### src/rtl/pdp_rdma_layer_ctrl.sv
// rtl/pdp_rdma_layer_ctrl.sv - PDP RDMA consumer-side ping-pong layer sequencer
module pdp_rdma_layer_ctrl #(
    parameter int GAP_CYCLES = 1
) (
    input  logic       nvdla_core_clk,
    input  logic       nvdla_core_rstn,
    input  logic       grp0_op_en_set,
    input  logic       grp1_op_en_set,
    input  logic       dp_done,
    output logic       consumer,
    output logic [1:0] status_0,
    output logic [1:0] status_1,
    output logic       grp0_op_en,
    output logic       grp1_op_en,
    output logic       dp_start,
    output logic       dp_op_en,
    output logic       dp_grp,
    output logic [1:0] intr_done
);

    localparam logic [1:0] S_IDLE = 2'd0;
    localparam logic [1:0] S_BUSY = 2'd1;
    localparam logic [1:0] S_GAP  = 2'd2;

    localparam logic [1:0] ST_IDLE    = 2'd0;
    localparam logic [1:0] ST_RUNNING = 2'd1;
    localparam logic [1:0] ST_PENDING = 2'd2;

    // Gap counter reload; with no gap the counter is never used.
    localparam logic [3:0] GAP_LOAD = (GAP_CYCLES == 0) ? 4'd0 : 4'(GAP_CYCLES - 1);

    logic [1:0] r_state;
    logic [1:0] w_state_nxt;
    logic       r_consumer;
    logic [1:0] r_op_en;
    logic [1:0] w_op_en_nxt;
    logic [3:0] r_gap_cnt;
    logic       r_dp_start;
    logic [1:0] r_intr_done;
    logic       w_launch;
    logic       w_retire;

    // A layer launches only for the consumer group; done is ignored outside BUSY.
    assign w_launch = (r_state == S_IDLE) && r_op_en[r_consumer];
    assign w_retire = (r_state == S_BUSY) && dp_done;

    // A set pulse wins over retirement so a same-cycle re-arm leaves op_en high.
    always_comb begin
        w_op_en_nxt    = r_op_en;
        w_op_en_nxt[0] = grp0_op_en_set | (r_op_en[0] & ~(w_retire & ~r_consumer));
        w_op_en_nxt[1] = grp1_op_en_set | (r_op_en[1] & ~(w_retire &  r_consumer));
    end

    // State register.
    always_ff @(posedge nvdla_core_clk or negedge nvdla_core_rstn) begin
        if (!nvdla_core_rstn) begin
            r_state <= S_IDLE;
        end else begin
            r_state <= w_state_nxt;
        end
    end

    // Next-state decode: IDLE -> BUSY on launch, BUSY -> GAP/IDLE on done, GAP drains.
    always_comb begin
        w_state_nxt = r_state;
        case (r_state)
            S_IDLE: begin
                if (w_launch) begin
                    w_state_nxt = S_BUSY;
                end
            end
            S_BUSY: begin
                if (dp_done) begin
                    w_state_nxt = (GAP_CYCLES == 0) ? S_IDLE : S_GAP;
                end
            end
            S_GAP: begin
                if (r_gap_cnt == 4'd0) begin
                    w_state_nxt = S_IDLE;
                end
            end
            default: w_state_nxt = S_IDLE;
        endcase
    end

    // Pointer, op_en bits, gap counter and the registered start/interrupt pulses.
    always_ff @(posedge nvdla_core_clk or negedge nvdla_core_rstn) begin
        if (!nvdla_core_rstn) begin
            r_consumer  <= 1'b0;
            r_op_en     <= 2'b00;
            r_gap_cnt   <= 4'd0;
            r_dp_start  <= 1'b0;
            r_intr_done <= 2'b00;
        end else begin
            r_op_en    <= w_op_en_nxt;
            r_dp_start <= w_launch;
            if (w_retire) begin
                r_consumer  <= ~r_consumer;
                r_gap_cnt   <= GAP_LOAD;
                r_intr_done <= r_consumer ? 2'b10 : 2'b01;
            end else begin
                r_intr_done <= 2'b00;
                if ((r_state == S_GAP) && (r_gap_cnt != 4'd0)) begin
                    r_gap_cnt <= r_gap_cnt - 4'd1;
                end
            end
        end
    end

    // Outputs decoded from registers only.
    always_comb begin
        consumer   = r_consumer;
        dp_grp     = r_consumer;
        grp0_op_en = r_op_en[0];
        grp1_op_en = r_op_en[1];
        dp_start   = r_dp_start;
        dp_op_en   = (r_state == S_BUSY);
        intr_done  = r_intr_done;
        status_0   = ST_IDLE;
        status_1   = ST_IDLE;
        if (r_op_en[0]) begin
            status_0 = ((r_state == S_BUSY) && !r_consumer) ? ST_RUNNING : ST_PENDING;
        end
        if (r_op_en[1]) begin
            status_1 = ((r_state == S_BUSY) && r_consumer) ? ST_RUNNING : ST_PENDING;
        end
    end

endmodule

### config.mk
export PLATFORM = sky130hd
export DESIGN_NAME = pdp_rdma_layer_ctrl
export DESIGN_NICKNAME = d
export VERILOG_FILES = /design/src/rtl/pdp_rdma_layer_ctrl.sv
export SDC_FILE = /design/constraint.sdc
export NUM_CORES = 1
export LEC_CHECK = 0
export ABC_AREA = 1
export CORE_UTILIZATION = 37
export DETAILED_ROUTE_END_ITERATION = 6
export HOLD_SLACK_MARGIN = 0.06
export PLACE_DENSITY = 0.72
export SLEW_MARGIN = 10
export SYNTH_ARGS = -nofsm -noshare
export SYNTH_HDL_FRONTEND = slang
export SYNTH_SLANG_ARGS = --single-unit
### constraint.sdc
create_clock -name nvdla_core_clk -period 1.7 [get_ports nvdla_core_clk]
set_clock_uncertainty 0.2 [all_clocks]
set_input_delay 0.255 -clock nvdla_core_clk [delete_from_list [all_inputs] [get_ports nvdla_core_clk]]
set_output_delay 0.255 -clock nvdla_core_clk [all_outputs]
set_load 0.02 [all_outputs]
# Word level (Yosys, flattened, before mapping)

Index checks and enable logic that the tools add are counted.

Bits in registers: 12
Bits in latches: 0
RAM bits: 0
Bits in read-only memories: 0
Input bits: 5
Logic and storage cells: 47
Memories kept: 0

Add/sub/neg operators: 1
Multiply operators: 0
Divide/modulo/power cells: 0
Magnitude comparators: 1
Eq/ne operators: 5
Shift-type cells: 0
Mux-type cells: 14
Bitwise operators: 9
Reductions and logical operators: 11

Operators by type and width:

| cell                                                       | count |
|---|---|
| two-way mux 2 bit                                          | 9 |
| two-way mux 4 bit                                          | 2 |
| != test 2 bit, second input constant                       | 3 |
| case mux 2 bit (3 select lines)                            | 1 |
| logical AND 1 bit                                          | 5 |
| bitwise AND 1 bit                                          | 4 |
| zero test 4 bit                                            | 1 |
| nonzero test 4 bit                                         | 1 |
| subtractor 4 x 1 -> 4 bit, second input constant           | 1 |
| inverter 1 bit                                             | 3 |
| AND reduction 3 bit                                        | 1 |
| equality test 2 x 1 -> 1 bit, second input constant        | 1 |
| equality test 2 bit, second input constant                 | 1 |
| zero test 2 bit                                            | 1 |
| less-than comparator 1 x 2 -> 1 bit, second input constant | 1 |
| two-way mux 1 bit                                          | 2 |
| OR 1 bit                                                   | 2 |
| nonzero test 2 bit                                         | 1 |
| zero test 1 bit                                            | 1 |

# Logic depth before layout (Yosys ltp)

Gate-level depths: netlist of run 1.

Word-level depth: 6
Gate-level depth with buffers: 6

# Least setup slack after synthesis of run 1

OpenSTA, ideal clock, no wires.

Path kind: register to output
Start point: reg r_consumer (netlist: consumer)
End point: out status_0[0]
Data arrival time: 0.999 ns
Required time: 1.245 ns
Setup slack: 0.246 ns
Cell stages (with the launch flop): 4
Path buffers: 0
Path through: dfrtp_1 -> inv_1 -> nand2_1 -> nor2_1

Word-level cells in the longest chain between the ends: 4

RTL lines:

| item                   | line | RTL |
|---|---|---|
| start, declared        | 34   | `logic r_consumer;` |
| start signal, assigned | 98   | `r_consumer <= ~r_consumer;` |
| zero test 1 bit        | 122  | `status_0 = ((r_state == S_BUSY) && !r_consumer) ? ST_RUNNING : ST_PENDING;` |
| logical AND 1 bit      | 122  |  |
| two-way mux 2 bit      | 122  |  |
| two-way mux 2 bit      | 121  | `if (r_op_en[0]) begin` |
| end, declared          | 11   | `output logic [1:0] status_0,` |

No other way between the ends.

# Final worst setup path of run 1

Start point: reg r_intr_done[1] (netlist: intr_done[1])
End point: out intr_done[1]

RTL lines:

| item                   | line | RTL |
|---|---|---|
| start, declared        | 39   | `logic [1:0] r_intr_done;` |
| start signal, assigned | 100  | `r_intr_done <= r_consumer ? 2'b10 : 2'b01;` |
| end, declared          | 18   | `output logic [1:0] intr_done` |

No word-level cell between the ends.

==> results of run 1 <==
-- cell type report --
type | count | area [um2] | share of cell area, %
Inverter | 14 | 52.6 | 6.25
Clock buffer | 4 | 36.3 | 4.32
Sequential cell | 12 | 302 | 35.9
Timing Repair Buffer | 22 | 184 | 21.9
Multi-Input combinational cell | 42 | 246 | 29.3
Tap cell | 16 | 20.0 | 2.38
-- state kept, by name, indices dropped and copies added, names as in the netlist --
register	cells
r_op_en	2
consumer	1
intr_done	2
r_gap_cnt	4
dp_start	1
r_state	2
-- cells in the final DEF, fill, tap and decap left out --
master	Yosys	final
sky130_fd_sc_hd__a21oi_4	1	1
sky130_fd_sc_hd__buf_2	0	3
sky130_fd_sc_hd__buf_4	1	6
sky130_fd_sc_hd__buf_6	0	1
sky130_fd_sc_hd__clkbuf_2	0	1
sky130_fd_sc_hd__clkbuf_4	0	3
sky130_fd_sc_hd__clkbuf_8	0	1
sky130_fd_sc_hd__clkdlybuf4s50_1	0	6
sky130_fd_sc_hd__dfrtp_1	12	11
sky130_fd_sc_hd__dfrtp_2	0	1
sky130_fd_sc_hd__dlygate4sd2_1	0	4
sky130_fd_sc_hd__dlymetal6s2s_1	0	1
sky130_fd_sc_hd__ha_1	2	2
sky130_fd_sc_hd__inv_1	12	12
sky130_fd_sc_hd__inv_2	2	2
sky130_fd_sc_hd__nand2_1	18	17
sky130_fd_sc_hd__nand2_2	2	3
sky130_fd_sc_hd__nand3_1	2	2
sky130_fd_sc_hd__nand4_1	1	1
sky130_fd_sc_hd__nor2_1	5	4
sky130_fd_sc_hd__nor2_2	3	4
sky130_fd_sc_hd__nor2_4	1	1
sky130_fd_sc_hd__o21a_1	1	1
sky130_fd_sc_hd__o21ai_1	1	2
sky130_fd_sc_hd__o21bai_2	2	2
sky130_fd_sc_hd__o22ai_1	1	1
sky130_fd_sc_hd__xor2_1	1	1
-- kinds of logic after synthesis --
group | after synthesis | synth area share (%)
AO/OA/AOI/OAI | 7 | 10.4
adder cells (fa/ha/maj) | 2 | 4.16
XOR/XNOR | 1 | 1.46
buffers and inverters | 15 | 9.98
flip-flops | 12 | 49.9
AND/OR/NAND/NOR | 32 | 24.1
-- metrics by stage --
| step | cell area, um2 | util [%] |
|---|---|---|
| after detailed placement | 820 | 54.4 |
| after global placement | 820 | 54.4 |
| after global routing | 841 | 55.8 |
| final | 841 | 55.8 |
| after floorplan | 602 | - |
| after CTS | 837 | 55.6 |
-- how the worst min path moves through the flow --
stage / endpoint / cells past startpoint / slack (ns) / startpoint
final: r_gap_cnt[2] / 2 / 0.06 / nvdla_core_rstn
after global routing: r_gap_cnt[3] / 2 / 0.08 / nvdla_core_rstn
after CTS: r_gap_cnt[2] / 2 / 0.06 / nvdla_core_rstn
after detailed placement: r_gap_cnt[0] / 2 / 0.27 / r_gap_cnt[0]
after global placement: r_gap_cnt[0] / 2 / 0.25 / r_gap_cnt[0]
after floorplan: consumer / 0 / -0.24 / nvdla_core_rstn
-- metal layers --
| layer | global-route usage [%] | part of all wire (%) | wire (um) |
|---|---|---|---|
| met1 | 19.0 | 46 | 536 |
| met4 | 9.38 | 2.5 | 29 |
| met3 | 5.60 | 4.2 | 49 |
| met5 | 0 | 0 | 0 |
| met2 | 21.8 | 47 | 549 |
-- repair_timing --
| item | in CTS | in global routing |
|---|---|---|
| hold buffers | 0 | 0 |
| endpoints found under the setup margin | 9 | 6 |
| pin swaps | 0 | 1 |
| gates resized for setup | 21 | 9 |
| endpoints found under the hold margin | 0 | 0 |
-- power breakdown --
group	internal (uW)	switching (uW)	leakage, uW	total [uW]
clock	130	94.3	0.0000210	225
combinational	385	535	0.000289	920
sequential	389	79.1	0.000148	468
==> qor.tcl, run 1 <==
set qor(yosys.cell_count.top_type) {sky130_fd_sc_hd__nand2_1}
set qor(destination_of_the_worst_register_to_register_timing_path) {r_gap_cnt[1]}
set qor(detail_route.iter0.violations) 6
set qor(reg2reg_slack_ns) 0.29
set qor(cp-endpoint) {intr_done[1]}
set qor(final.hold.worst_slack_ns) 0.0637
set qor(cts_root_buffer) {sky130_fd_sc_hd__clkbuf_4}
set qor(crit_path_end_kind) {primary output}
set qor(yosys-top-cells-area) {sky130_fd_sc_hd__dfrtp_1 50%, sky130_fd_sc_hd__nand2_1 11%, sky130_fd_sc_hd__inv_1 7.5%, sky130_fd_sc_hd__ha_1 4.2%, sky130_fd_sc_hd__o21bai_2 3.7%}
set qor(grt_start_max_net_pins) 13
set qor(timing.critical_path.slowest_cell_delay_ns) 0.60
set qor(core-area_um2) 1510
set qor(timing_hold_violations_final) 0
set qor(yosysWarningCount) 0
set qor(power_density_cells_nw_per_um2) 1920
set qor(synth_area_leader_cell) {sky130_fd_sc_hd__dfrtp_1}
set qor(clock_sink_count) 12
set qor(yosys_register_bits) 12
set qor(detailed_place_hpwl_um) 907
set qor(finalMaxSlewViolations) 0
set qor(postRouteAntennaNets) 0
set qor(max-slew-margin-rel_pct) 85.1
set qor(worstSetupStartpointType) {flip-flop}
set qor(worst_path_dominant_cell_family) {buffers and inverters}
set qor(track_usage_pct) 15.1
set qor(hold_class) {in2async}
set qor(wl_per_cell_um) 10.6
set qor(worst_ir_drop_vdd_mv) 0.955
set qor(synthDistinctLibCells) 19
set qor(std_cell_rows) 14
set qor(worstPathRequired_ns) 1.24
set qor(dp_cells) 106
set qor(critPathArrivalTime_ns) 1.19
set qor(worst_r2r_path_depth) 6
set qor(post_synth_inst_count) 69
set qor(syn_to_final_growth_pct) 39.7
set qor(regToRegStartpoint) {r_gap_cnt[0]}
set qor(critical_path_depth) 1
set qor(async_reset_ff_share_pct) 100
set qor(synth_ff_type) {sky130_fd_sc_hd__dfrtp_1}
set qor(htreeDepth) 1
set qor(post-cts-setup-buffer-count) 0
set qor(crit_fanout) 1
set qor(cts_tree) {yes}
set qor(total_power_uw) 1610
set qor(outcome) {complete, no violations}
set qor(final-setup-viol-count) 0
set qor(tightestPinTransition_ns) 0.223
set qor(synth_area_um2) 602
set qor(pre_cts_ws_ns) -0.0975
set qor(post_synth_most_frequent_cells) {18 x sky130_fd_sc_hd__nand2_1, 12 x sky130_fd_sc_hd__dfrtp_1, 12 x sky130_fd_sc_hd__inv_1, 5 x sky130_fd_sc_hd__nor2_1, 3 x sky130_fd_sc_hd__nor2_2}
set qor(die_span_x_um) 42.3
set qor(number_of_buffers_created_by_cts) 3
set qor(synth_enable_flop_cells) 0
set qor(post_synth_top_area_share_pct) 49.9
set qor(final.min_clock_period_ns) 1.65
set qor(drc) 0
set qor(synth_area_per_cell_um2) 8.72
set qor(num_antenna_cells) 0
set qor(initial_core_util_pct) 40.0
set qor(critPathBufInv) 1
set qor(clkSlewWorstSetupHoldPaths_ns) 0.08
set qor(fin_crit_sh_pct) 96.9
set qor(gpl.final_weighted_congestion) 0.751
set qor(placement.io_buffers) 16
set qor(drt-total-wl_um) 1160
set qor(achievable-frequency_mhz) 607
set qor(max-cap-violations) 0
set qor(layout.filler_cells) 142
set qor(syn-num-nets) 76
set qor(clkLatencyLatePin_ns) 0.27
set qor(p_leak_uw) 0.000458
set qor(nets) 102
set qor(grt_pass1_wl_um) 1890
set qor(drtPass1Iterations) 4
set qor(worstSetupPathType) {reg2out}
set qor(die_height_um) 42.3
set qor(cpMaxStageDelayCell) {sky130_fd_sc_hd__clkdlybuf4s50_1}
set qor(critPathLaunch) {intr_done[1]}
set qor(overflow) 0
set qor(postLayoutSetupSlackWorst_ns) 0.0529
set qor(synth.yosys.seq_area_share_pct) 49.9
set qor(detail_route.vias_per_cell) 4.45
set qor(floorplan.io_pins) 17
set qor(setup_tns_ns) 0
set qor(finish.cell_count_without_fillers) 110
set qor(via_count) 489
set qor(grt_antenna_before_repair) 0
set qor(crit_chain) {clkdlybuf4s50_1}
set qor(clk_path_buf_depth) 2
set qor(fp.dieArea_um2) 1790
set qor(number_of_global_route_vias_before_repair) 438
set qor(layout_cell_share_with_drive_strength_beyond_1_pct) 30.9
(Power assumes the default switching activity.)
==> run 2, diff against run 1 <==
--- a/config.mk
+++ b/config.mk
@@ -8,8 +8,10 @@
 export ABC_AREA = 1
 export CORE_UTILIZATION = 37
 export DETAILED_ROUTE_END_ITERATION = 6
+export DONT_BUFFER_PORTS = 1
 export HOLD_SLACK_MARGIN = 0.06
-export PLACE_DENSITY = 0.72
+export PLACE_DENSITY = 0.58
+export SKIP_CTS_REPAIR_TIMING = 1
 export SLEW_MARGIN = 10
 export SYNTH_ARGS = -nofsm -noshare
 export SYNTH_HDL_FRONTEND = slang
==> run 2 against run 1 <==
Net effect:
- first-iteration DRC count fell by 50%
- clock power barely moved
- critical path depth rose by 5
- critical path type unchanged
- largest cell class unchanged
- highest routed layer unchanged
==> qor.tcl, run 2 (synthesis results as in run 1) <==
set qor(placement.io_buffers) 0 ;# was 16
set qor(finalMaxSlewViolations) 0 ;# unchanged
set qor(drc) 0 ;# unchanged
set qor(pre_cts_ws_ns) 0.263 ;# was -0.0975 ns
set qor(setup_tns_ns) 0 ;# unchanged
set qor(drtPass1Iterations) 4 ;# unchanged
set qor(cts_tree) {yes} ;# unchanged
set qor(overflow) 0 ;# unchanged
set qor(number_of_global_route_vias_before_repair) 394 ;# was 438
set qor(via_count) 447 ;# was 489
set qor(hold_class) {in2async} ;# unchanged
set qor(initial_core_util_pct) 40.0 ;# unchanged
set qor(num_antenna_cells) 0 ;# unchanged
set qor(power_density_cells_nw_per_um2) 1980 ;# was 1920 nW/um2
set qor(syn_to_final_growth_pct) 22.0 ;# was 39.7%
set qor(critPathArrivalTime_ns) 1.19 ;# about the same
set qor(fin_crit_sh_pct) 97.0 ;# was 96.9%
set qor(setup_repair_after_global_routing_missed_its_margin) {no}
set qor(layout_commonest_cell) {sky130_fd_sc_hd__nand2_1} ;# unchanged
set qor(worstSetupStartpointType) {flip-flop} ;# unchanged
set qor(cts_root_buffer) {sky130_fd_sc_hd__clkbuf_4} ;# unchanged
set qor(std_cell_rows) 14 ;# unchanged
set qor(mostFrequentLayoutCells) {17 x sky130_fd_sc_hd__nand2_1, 12 x sky130_fd_sc_hd__inv_1, 11 x sky130_fd_sc_hd__dfrtp_1, 5 x sky130_fd_sc_hd__nor2_1} ;# was 17 x sky130_fd_sc_hd__nand2_1, 12 x sky130_fd_sc_hd__inv_1, 11 x sky130_fd_sc_hd__dfrtp_1, 6 x sky130_fd_sc_hd__clkdlybuf4s50_1, 6 x sky130_fd_sc_hd__buf_4
set qor(number_of_buffers_created_by_cts) 3 ;# unchanged
set qor(final.hold.worst_slack_ns) 0.206 ;# was 0.0637 ns
set qor(grt_antenna_before_repair) 0 ;# unchanged
set qor(final-setup-viol-count) 0 ;# unchanged
set qor(postLayoutSetupSlackWorst_ns) 0.0506 ;# was 0.0529 ns
set qor(post-route-util_pct) 48.8 ;# was 55.8%
set qor(postRouteAntennaNets) 0 ;# unchanged
set qor(clkLatencyLatePin_ns) 0.26 ;# was 0.27 ns
set qor(grt_pass1_wl_um) 1700 ;# was 1890 um
set qor(floorplan.io_pins) 17 ;# unchanged
set qor(core-area_um2) 1510 ;# unchanged
set qor(max-cap-violations) 0 ;# unchanged
set qor(tightestPinTransition_ns) 0.542 ;# was 0.223 ns
set qor(crit_path_end_kind) {primary output} ;# unchanged
set qor(drt-total-wl_um) 1080 ;# was 1160 um
set qor(gpl.final_weighted_congestion) 0.728 ;# was 0.751
set qor(worstPathRequired_ns) 1.24 ;# about the same
set qor(die_height_um) 42.3 ;# unchanged
set qor(achievable-frequency_mhz) 606 ;# was 607 MHz
set qor(nets) 88 ;# was 102
set qor(number_of_flip_flops_in_the_largest_register) 4 ;# unchanged
set qor(crit_fanout) 5 ;# was 1
set qor(detail_route.vias_per_cell) 4.66 ;# was 4.45
set qor(htreeDepth) 1 ;# unchanged
set qor(worstSetupPathType) {reg2out} ;# unchanged
set qor(biggest_register) {r_gap_cnt} ;# unchanged
set qor(outcome) {complete, no violations} ;# unchanged
set qor(timing_hold_violations_final) 0 ;# unchanged
set qor(die_span_x_um) 42.3 ;# unchanged
set qor(clock_sink_count) 12 ;# unchanged
set qor(detail_route.iter0.violations) 3 ;# was 6
set qor(track_usage_pct) 13.5 ;# was 15.1%
set qor(grt_start_max_net_pins) 13 ;# unchanged
set qor(wl_per_cell_um) 11.2 ;# was 10.6 um
set qor(fp.dieArea_um2) 1790 ;# unchanged
set qor(clkSlewWorstSetupHoldPaths_ns) 0.08 ;# about the same
set qor(p_leak_uw) 0.000390 ;# was 0.000458 uW
set qor(final.min_clock_period_ns) 1.65 ;# about the same
set qor(worst_ir_drop_vdd_mv) 0.968 ;# was 0.955 mV
set qor(clk_path_buf_depth) 2 ;# unchanged
set qor(detailed_place_hpwl_um) 790 ;# was 907 um
set qor(layout_cell_share_with_drive_strength_beyond_1_pct) 26.3 ;# was 30.9%
set qor(max-slew-margin-rel_pct) 63.7 ;# was 85.1%
## run 2: area by class of cell
type                    instances  area (um2)
flip-flops and latches         12         302
well taps                      16        20.0
repair buffers                  8        70.1
fillers                       151         772
inverters                      14        57.6
multi-input cells              42         249
clock buffers                   4        36.3
## run 2: report_power, final
part / switching [uW] / total, uW / internal, uW
logic: 480 / 727 / 247
clock network: 94.0 / 224 / 130
registers: 114 / 502 / 388
## run 2: path summary, 6_finish.rpt
kind	from	endpoint	slack, ns	cells after the start
setup / recovery	r_state[1]	status_0[0]	0.05	6
hold / removal	nvdla_core_rstn	r_gap_cnt[3]	0.21	1
setup reg to reg	r_gap_cnt[0]	r_gap_cnt[3]	0.30	6
hold reg to reg	r_gap_cnt[0]	r_gap_cnt[0]	0.28	2
max in group asynchronous	nvdla_core_rstn	r_op_en[1]	0.70	1
min in group nvdla_core_clk	r_gap_cnt[0]	r_gap_cnt[0]	0.28	2
## run 2: stage by stage
stage,power (uW),cell area [um2],instances
6_report,1450,734,96
5_1_grt,1560,734,96
2_1_floorplan,1040,602,69
3_5_place_dp,1160,637,87
4_1_cts,1390,673,91
3_3_place_gp,1150,637,87
## run 2: layer usage
layer | vias up | global-route usage (%) | share of wire (%)
met5 | - | 0 | 0
met4 | 0 | 9.38 | 1.4
met3 | 2 | 3.88 | 3.4
met2 | 8 | 18.5 | 47
met1 | 208 | 18.1 | 48
li1 | 229 | - | -
## run 2: critical path, cell delays in order (launching register included)
cell and delay [ns]:
sky130_fd_sc_hd__dfrtp_1 0.40, sky130_fd_sc_hd__inv_2 0.08, sky130_fd_sc_hd__nand2_4 0.07, sky130_fd_sc_hd__inv_6 0.09
sky130_fd_sc_hd__nand2_2 0.06, sky130_fd_sc_hd__nor2_1 0.08, sky130_fd_sc_hd__buf_4 0.14
